### src/rtl/fighter_pkg.sv
// fighter_pkg
//   Shared types and constants for the per-player motion controller.
//   - phase_t   : motion phase (GROUND, AIR, DIVE)
//   - POSE_*    : pose codes handed to the renderer; BACK_OFFSET selects the
//                 back-facing sprite set
//   - FIGHTER_W/H, SCREEN_W, FLOOR_Y : playfield geometry in pixels
//   - vel_t     : 11-bit signed velocity / position-sum type
//   - pose_of() : phase + facing -> pose code
package fighter_pkg;

    typedef enum logic [1:0] {
        GROUND = 2'd0,
        AIR    = 2'd1,
        DIVE   = 2'd2
    } phase_t;

    localparam logic [2:0] POSE_GROUND = 3'd0;
    localparam logic [2:0] POSE_JUMP   = 3'd1;
    localparam logic [2:0] POSE_KICK   = 3'd2;
    localparam logic [2:0] BACK_OFFSET = 3'd3;

    localparam int FIGHTER_W = 72;
    localparam int FIGHTER_H = 105;
    localparam int SCREEN_W  = 640;
    localparam int FLOOR_Y   = 429;

    typedef logic signed [10:0] vel_t;

    // back = facing_left XOR MIRROR; codes 6 and 7 can never come out.
    function automatic logic [2:0] pose_of(input phase_t ph, input logic back);
        logic [2:0] p;
        case (ph)
            AIR:     p = POSE_JUMP;
            DIVE:    p = POSE_KICK;
            default: p = POSE_GROUND;
        endcase
        return back ? p + BACK_OFFSET : p;
    endfunction

endpackage

### src/rtl/frame_input_sync.sv
// frame_input_sync
//   Brings the asynchronous frame strobe into the Clk domain and latches
//   button presses until the next frame tick.
//   Ports:
//     Clk, Reset        : clock, synchronous active-high reset
//     Restart           : round restart, clears pending presses
//     Freeze            : hit-freeze, clears pending presses every Clk
//     frame_clk         : ~60 Hz asynchronous frame strobe
//     key_jump/key_kick : button levels (Clk domain)
//     tick              : one-Clk pulse on each frame_clk rising edge
//     jump_pend/kick_pend : press seen since the last tick
module frame_input_sync (
    input  logic Clk,
    input  logic Reset,
    input  logic Restart,
    input  logic Freeze,
    input  logic frame_clk,
    input  logic key_jump,
    input  logic key_kick,
    output logic tick,
    output logic jump_pend,
    output logic kick_pend
);

    // [0],[1] are the two synchronizer flops, [2] holds the previous value
    // for edge detection.
    logic [2:0] frame_sr;
    logic       jump_q;
    logic       kick_q;

    assign tick = frame_sr[1] & ~frame_sr[2];

    always_ff @(posedge Clk) begin
        if (Reset) begin
            frame_sr <= 3'b000;
            jump_q   <= 1'b0;
            kick_q   <= 1'b0;
        end else begin
            frame_sr <= {frame_sr[1:0], frame_clk};
            jump_q   <= key_jump;
            kick_q   <= key_kick;
        end
    end

    // A tick consumes the flags; a press landing on the tick cycle itself
    // is kept for the following frame.
    always_ff @(posedge Clk) begin
        if (Reset || Restart || Freeze) begin
            jump_pend <= 1'b0;
            kick_pend <= 1'b0;
        end else begin
            jump_pend <= (jump_pend & ~tick) | (key_jump & ~jump_q);
            kick_pend <= (kick_pend & ~tick) | (key_kick & ~kick_q);
        end
    end

endmodule

### src/rtl/fighter_motion.sv
// fighter_motion
//   Per-player motion controller: frame-synchronous button presses become a
//   pose code plus the top-left sprite position.
//   Ports:
//     Clk, Reset        : clock, synchronous active-high reset
//     frame_clk         : asynchronous frame strobe (synchronized inside)
//     Restart           : one-Clk round restart, re-spawns immediately
//     Freeze            : hit-freeze from the renderer, holds all motion
//     key_jump/key_kick : button levels
//     opp_X_Pos         : opponent X, decides facing while on the ground
//     state             : pose code (0..5)
//     X_Pos/Y_Pos       : sprite top-left position
//     airborne          : high in AIR or DIVE
//   Build option FIGHTER_HOLD_JUMP_EN: holding jump while rising halves the
//   gravity rate (applied every other frame) for a higher jump.
module fighter_motion
    import fighter_pkg::*;
#(
    parameter int START_X         = 100,
    parameter int START_FACE_LEFT = 0,
    parameter int MIRROR          = 0,
    parameter int GROUND_Y        = FLOOR_Y - FIGHTER_H,
    parameter int X_MIN           = 0,
    parameter int X_MAX           = SCREEN_W - FIGHTER_W,
    parameter int JUMP_VEL        = 12,
    parameter int HOP_VX          = 4,
    parameter int HOP_VY          = 8,
    parameter int DIVE_VX         = 6,
    parameter int DIVE_VY         = 6,
    parameter int GRAVITY         = 1
) (
    input  logic       Clk,
    input  logic       Reset,
    input  logic       frame_clk,
    input  logic       Restart,
    input  logic       Freeze,
    input  logic       key_jump,
    input  logic       key_kick,
    input  logic [9:0] opp_X_Pos,
    output logic [2:0] state,
    output logic [9:0] X_Pos,
    output logic [9:0] Y_Pos,
    output logic       airborne
);

    localparam vel_t X_MIN_S    = vel_t'(X_MIN);
    localparam vel_t X_MAX_S    = vel_t'(X_MAX);
    localparam vel_t GROUND_Y_S = vel_t'(GROUND_Y);
    localparam vel_t ZERO_V     = '0;

    logic   tick, jump_pend, kick_pend;
    phase_t phase, n_phase;
    logic   facing_left, n_face;
    vel_t   vx, vy, n_vx, n_vy;
    logic [9:0] n_x, n_y;

    vel_t   x_sum, y_sum, vx_cl, grav;
    logic [9:0] x_cl, y_cl;
    logic   land;

`ifdef FIGHTER_HOLD_JUMP_EN
    logic grav_tog, n_tog;
`endif

    frame_input_sync u_sync (
        .Clk       (Clk),
        .Reset     (Reset),
        .Restart   (Restart),
        .Freeze    (Freeze),
        .frame_clk (frame_clk),
        .key_jump  (key_jump),
        .key_kick  (key_kick),
        .tick      (tick),
        .jump_pend (jump_pend),
        .kick_pend (kick_pend)
    );

    // Candidate moves, computed in 11-bit signed so under/overflow is visible.
    always_comb begin
        x_sum = vel_t'({1'b0, X_Pos}) + vx;
        y_sum = vel_t'({1'b0, Y_Pos}) + vy;

        x_cl  = x_sum[9:0];
        vx_cl = vx;
        if (x_sum < X_MIN_S) begin
            x_cl  = 10'(X_MIN);
            vx_cl = '0;
        end else if (x_sum > X_MAX_S) begin
            x_cl  = 10'(X_MAX);
            vx_cl = '0;
        end

        y_cl = (y_sum < ZERO_V) ? 10'd0 : y_sum[9:0];
        land = (phase != GROUND) && (vy > ZERO_V) && (y_sum >= GROUND_Y_S);
    end

    always_comb begin
        n_phase = phase;
        n_face  = facing_left;
        n_vx    = vx;
        n_vy    = vy;
        n_x     = X_Pos;
        n_y     = Y_Pos;
        grav    = vel_t'(GRAVITY);
`ifdef FIGHTER_HOLD_JUMP_EN
        n_tog   = grav_tog;
        if (phase == AIR && vy < ZERO_V && key_jump) begin
            if (!grav_tog)
                grav = '0;
            n_tog = ~grav_tog;
        end
`endif

        case (phase)
            GROUND: begin
                // Equal X keeps the current facing.
                if (opp_X_Pos < X_Pos)
                    n_face = 1'b1;
                else if (opp_X_Pos > X_Pos)
                    n_face = 1'b0;

                if (jump_pend) begin
                    n_phase = AIR;
                    n_vx    = '0;
                    n_y     = Y_Pos - 10'(JUMP_VEL);
                    n_vy    = vel_t'(GRAVITY - JUMP_VEL);
`ifdef FIGHTER_HOLD_JUMP_EN
                    n_tog   = 1'b0;
`endif
                end else if (kick_pend) begin
                    // Back-hop travels away from the opponent.
                    n_phase = AIR;
                    n_vx    = n_face ? vel_t'(HOP_VX) : -vel_t'(HOP_VX);
                    n_y     = Y_Pos - 10'(HOP_VY);
                    n_vy    = vel_t'(GRAVITY - HOP_VY);
`ifdef FIGHTER_HOLD_JUMP_EN
                    n_tog   = 1'b0;
`endif
                end
            end
            AIR, DIVE: begin
                if (land) begin
                    n_phase = GROUND;
                    n_x     = x_cl;
                    n_y     = 10'(GROUND_Y);
                    n_vx    = '0;
                    n_vy    = '0;
                end else if (phase == AIR && kick_pend) begin
                    n_phase = DIVE;
                    n_vx    = facing_left ? -vel_t'(DIVE_VX) : vel_t'(DIVE_VX);
                    n_vy    = vel_t'(DIVE_VY);
                end else begin
                    n_x  = x_cl;
                    n_vx = vx_cl;
                    n_y  = y_cl;
                    if (phase == AIR)
                        n_vy = vy + grav;
                end
            end
            default: n_phase = GROUND;
        endcase
    end

    always_ff @(posedge Clk) begin
        if (Reset || Restart) begin
            phase       <= GROUND;
            facing_left <= (START_FACE_LEFT != 0);
            vx          <= '0;
            vy          <= '0;
            X_Pos       <= 10'(START_X);
            Y_Pos       <= 10'(GROUND_Y);
            state       <= pose_of(GROUND, (START_FACE_LEFT != 0) ^ (MIRROR != 0));
            airborne    <= 1'b0;
`ifdef FIGHTER_HOLD_JUMP_EN
            grav_tog    <= 1'b0;
`endif
        end else if (tick && !Freeze) begin
            phase       <= n_phase;
            facing_left <= n_face;
            vx          <= n_vx;
            vy          <= n_vy;
            X_Pos       <= n_x;
            Y_Pos       <= n_y;
            state       <= pose_of(n_phase, n_face ^ (MIRROR != 0));
            airborne    <= (n_phase != GROUND);
`ifdef FIGHTER_HOLD_JUMP_EN
            grav_tog    <= n_tog;
`endif
        end
    end

endmodule

### config.mk
export PLATFORM = sky130hd
export DESIGN_NAME = fighter_motion
export DESIGN_NICKNAME = d
export VERILOG_FILES = /design/src/rtl/fighter_pkg.sv /design/src/rtl/frame_input_sync.sv /design/src/rtl/fighter_motion.sv
export SDC_FILE = /design/constraint.sdc
export NUM_CORES = 1
export LEC_CHECK = 0
export ABC_AREA = 0
export CAP_MARGIN = 25
export CELL_PAD_IN_SITES_DETAIL_PLACEMENT = 2
export CELL_PAD_IN_SITES_GLOBAL_PLACEMENT = 2
export CORE_ASPECT_RATIO = 0.9
export CORE_MARGIN = 2
export CORE_UTILIZATION = 25
export CTS_CLUSTER_DIAMETER = 40
export DETAILED_ROUTE_END_ITERATION = 8
export PLACE_DENSITY = 0.58
export SLEW_MARGIN = 20
export SYNTH_ARGS = -nofsm -noshare
export SYNTH_HDL_FRONTEND = slang
export SYNTH_HIERARCHICAL = 1
export SYNTH_SLANG_ARGS = --single-unit
### constraint.sdc
create_clock -name Clk -period 9.2 [get_ports Clk]
set_input_delay 1.84 -clock Clk [delete_from_list [all_inputs] [get_ports Clk]]
set_output_delay 1.84 -clock Clk [all_outputs]
set_load 0.1 [all_outputs]
==> results.env <==
FINAL_LAYOUT_SIZE_SUFFIX_GT1_FRAC=0.07294
TRITONCTS_NUM_SINKS=47
COMB_POWER_SHARE=0.067
FINAL_HOLD_VIOL_COUNT=0
SEQUENTIAL_POWER_SHARE=0.441
SYN-INSTANCE-COUNT=493
CRITPATHKIND='in -> reg'
SETUP_REPAIR_AFTER_GLOBAL_ROUTING_MISSED_ITS_MARGIN='false'
PLACE_WS_NS=4.531
SYNTH_COMMONEST_CELLS='a21oi_1, dfxtp_1, nor2_1'
REQUIRED_NS=9.40
FINALSETUPVIOLATIONS=0
DIE_AREA_UM2=16630
MAX_SLEW_HEADROOM=0.3453
SYNTH-ASYNC-RESET-RATIO=0
INITIAL_CORE_UTIL=0.2546
FINCLKSKEW_NS=0.008946
WIRELENGTH_UM=13630
FINALSETUPTNS_NS=0
TIMING.FINAL.CRIT_SHARE=0.4644
LEADING_REGISTER_CELL_TYPE_OUT_OF_SYNTHESIS='dfxtp_1'
CLOCKPOWERSHARE=0.492
SYN_TO_FINAL_GROWTH_PCT=18.97
P_SW_mW=0.1129
POST_SYNTH_INSTANCE_AREA_UM2=3904
FINALMAXSLEWVIOLATIONS=0
YOSYSUNIQUECELLTYPES=76
HOLDCRITSTARTPOINT='u_sync/frame_sr[0]$_SDFF_PP0_'
FILL_CELLS=1758
DETAILROUTE.VIA_COUNT=3770
DRT-INITIAL-DRC-COUNT=81
POST_CTS.REPAIR.SETUP_BUFFERS=0
NETSWITCHINGFRACTION=0.2413
REGTOREGENDPOINT='state[0]$_SDFFE_PP0P_'
MIN_PATH_CELLS=1
SYNTH_LARGEST_TYPE_AREA_FRACTION=0.2410
DESIGN.CORE.AREA_UM2=15330
ANTENNADIODECOUNT=0
MAX_FREQ_MHz=234.1
GRT.OVERFLOW.TOTAL=0
SYNTH_AREA_PER_CELL_UM2=7.918
GRT_FIRST_PASS_WIRELENGTH_UM=22440
DIE_HEIGHT_UM=122.5
ENDPOINT_KIND='flip-flop'
CTS_HOLD_BUFFERS=0
COUNT_OF_NETS_LEFT_WITH_ANTENNA_VIOLATIONS_AFTER_DETAIL_ROUTING=0
IOPINCOUNT=41
PATH_MAX_FANOUT=6
ANTENNA_VIOLATIONS_BEFORE_REPAIR=0
POWER.LEAKAGE_nW=1.743
CTSROOTBUFFERMASTER='clkbuf_16'
POST_DP_CELL_AREA_UM2=4467
LAYOUT.NETS=575
TIGHTESTPINTRANSITION_NS=0.9789
CRIT-REG2REG-LAUNCH='vy[0]$_SDFFE_PP0P_'
CTS_MADE_BUFFERS=5
NUMBER_OF_VIAS_PER_CELL_AFTER_DETAILED_ROUTING=5.214
CTS_TREE='built'
CLOCK_LATENCY_LATE_SINK_NS=0.30
GR-USAGE-ALL-LAYERS=0.1725
FINALWEIGHTEDCONGESTION=0.7535
SYNTH.YOSYS.WARNINGS=6
HPWLAFTERDP_UM=10480
POWER.IR.VDD_WORST_uV=64.19
INTPOWER_mW=0.3551
STD_CELL_ROWS=43
CTS_BUFFER_DEPTH=2
POST-ROUTE-CELL-AREA_UM2=4644
WORST_SETUP_HOLD_PATH_CLK_SLEW_NS=0.08
AVGROUTEDWIREPERCELL_UM=18.85
HOLD-WORST-SLACK_NS=0.4438
DIE_WIDTH_UM=135.7
FINAL_PERIOD_MINUS_WORST_SETUP_SLACK_NS=4.272
YOSYS-TOP-CELLS-AREA='dfxtp_1, ha_1, a21oi_1'
POST-SYNTH-TOP-AREA-CELL='dfxtp_1'
TIMING.REG2REG.WORST_PATH_DEPTH=12
VIA_COUNT_OF_THE_FIRST_GLOBAL_ROUTING_PASS=4155
MULTIINPUTGATEAREA_UM2=2759
POST-LAYOUT-TOTAL-POWER_mW=0.4680
SEQCELLAREA_UM2=940.9
SYN_NETS=548
POST_SYNTHESIS_SEQUENTIAL_AREA_RATIO=0.2410
REMAINING_DRC_ERRORS=0
POWER_DENSITY_nW_PER_UM2=100.8
CTS.REPAIR.RESIZED=0
CAP_VIOLATIONS=0
SETUP_SLACK_NS=4.928
MIN_DELAY_WORST_ENDPOINT='u_sync/frame_sr[1]$_SDFF_PP0_'
WORST_EP_ARRIVAL_TIME_NS=4.47
PORT_BUFFERS=39
START_KIND='input pin'
DRTPASS1ITERATIONS=4
CTS-HTREE-LEVELS=2
SYNTH_ENABLE_FLOP_CELLS=0
WORST_HOLD_PATH_TYPE='reg -> reg'
PIN_COUNT_OF_THE_BIGGEST_NET_ENTERING_GLOBAL_ROUTING=33
SYNTH-SEQ-CELLS=47
OUTCOME='finished, final reports clean'
SETUP.REG_TO_REG.WORST_SLACK_NS=5.21
[cell usage in the layout (no fill, tap or decap), types with 5 or more instances in the layout]
cell type and instances:
or2_2 5, ha_1 36, dfxtp_1 47, a21oi_1 47, a21o_1 12, clkdlybuf4s50_1 39, clkbuf_16 5, nand2_1 31
nor2_1 44, o31ai_1 7, or3_1 5, xnor2_1 8, o211ai_1 7, a211oi_1 8, nand3_1 10, xor2_1 7
nand2b_1 9, o21a_1 6, nor3_1 10, inv_1 26, o21ai_0 35, nor2b_1 16, and2_1 5, and3_1 8
[state kept, by name (all words and copies together) (netlist names)]
name / flops
airborne: 1
u_sync/frame_sr: 3
u_sync/kick_pend: 1
Y_Pos: 10
facing_left: 1
phase: 2
state: 3
u_sync/kick_q: 1
X_Pos: 9
u_sync/jump_q: 1
u_sync/jump_pend: 1
vy: 11
vx: 3
[routing by layer]
| metal | wire length (µm) | track usage | part of all wire |
|---|---|---|---|
| met1 | 7016 | 0.2366 | 0.51 |
| met2 | 6324 | 0.2910 | 0.46 |
| met3 | 181 | 0.02230 | 0.013 |
| met4 | 104 | 0.03516 | 0.0076 |
| met5 | 0 | 0 | 0 |
[through the flow]
stage / std cells / utilization
floorplan: 493 / -
global placement: 715 / 0.2913
detailed placement: 715 / 0.2913
CTS: 723 / 0.3029
global route: 723 / 0.3029
finish: 723 / 0.3029
[critical path: stages]
cell,delay (ns)
clkdlybuf4s50_1,0.40
ha_1,0.33
a21o_1,0.19
a21oi_1,0.17
a21oi_1,0.10
a2111oi_0,0.60
a21oi_1,0.33
inv_1,0.18
nor4_1,0.06
o21ai_0,0.18
a21oi_1,0.08
[power groups by stage]
stage,registers (mW),logic (mW),clock network (mW)
detailed placement,0.211,0.0317,0
CTS,0.206,0.0319,0.238
finish,0.206,0.0312,0.230
floorplan,0.212,0.0176,0
global placement,0.211,0.0309,0
global route,0.207,0.0344,0.245
[cell families (layout without fill, tap and decap cells)]
logic type / Yosys count / count (layout) / synth area share
compound gates: 171 / 171 / 0.3016
xor+xnor: 15 / 15 / 0.03365
fa+ha+maj: 38 / 38 / 0.1256
buf+inv: 49 / 77 / 0.05224
flops: 47 / 47 / 0.2410
mux: 2 / 2 / 0.005128
other cells: 1 / 1 / 0.0009606
simple gates: 170 / 170 / 0.2397
[area by class of cell]
type,instances,share of cell area
clock buffers,6,0.02990
clock inverters,2,0.008351
inverters,27,0.02182
multi-input cells,397,0.5940
flip-flops and latches,47,0.2026
well taps,202,0.05442
repair buffers,42,0.08890
[worst max path at each step]
stage / startpoint / to / slack, ns / cells past startpoint
floorplan: Y_Pos[0]$_SDFFE_PP0P_ / state[0]$_SDFFE_PP0P_ / 5.32 / 12
global placement: opp_X_Pos[4] / state[1]$_SDFFE_PP0P_ / 4.61 / 11
detailed placement: opp_X_Pos[4] / state[1]$_SDFFE_PP0P_ / 4.53 / 11
CTS: opp_X_Pos[4] / state[1]$_SDFFE_PP0P_ / 4.83 / 11
global route: opp_X_Pos[4] / state[1]$_SDFFE_PP0P_ / 4.67 / 11
finish: opp_X_Pos[4] / state[1]$_SDFFE_PP0P_ / 4.93 / 11
(Power assumes the default switching activity.)
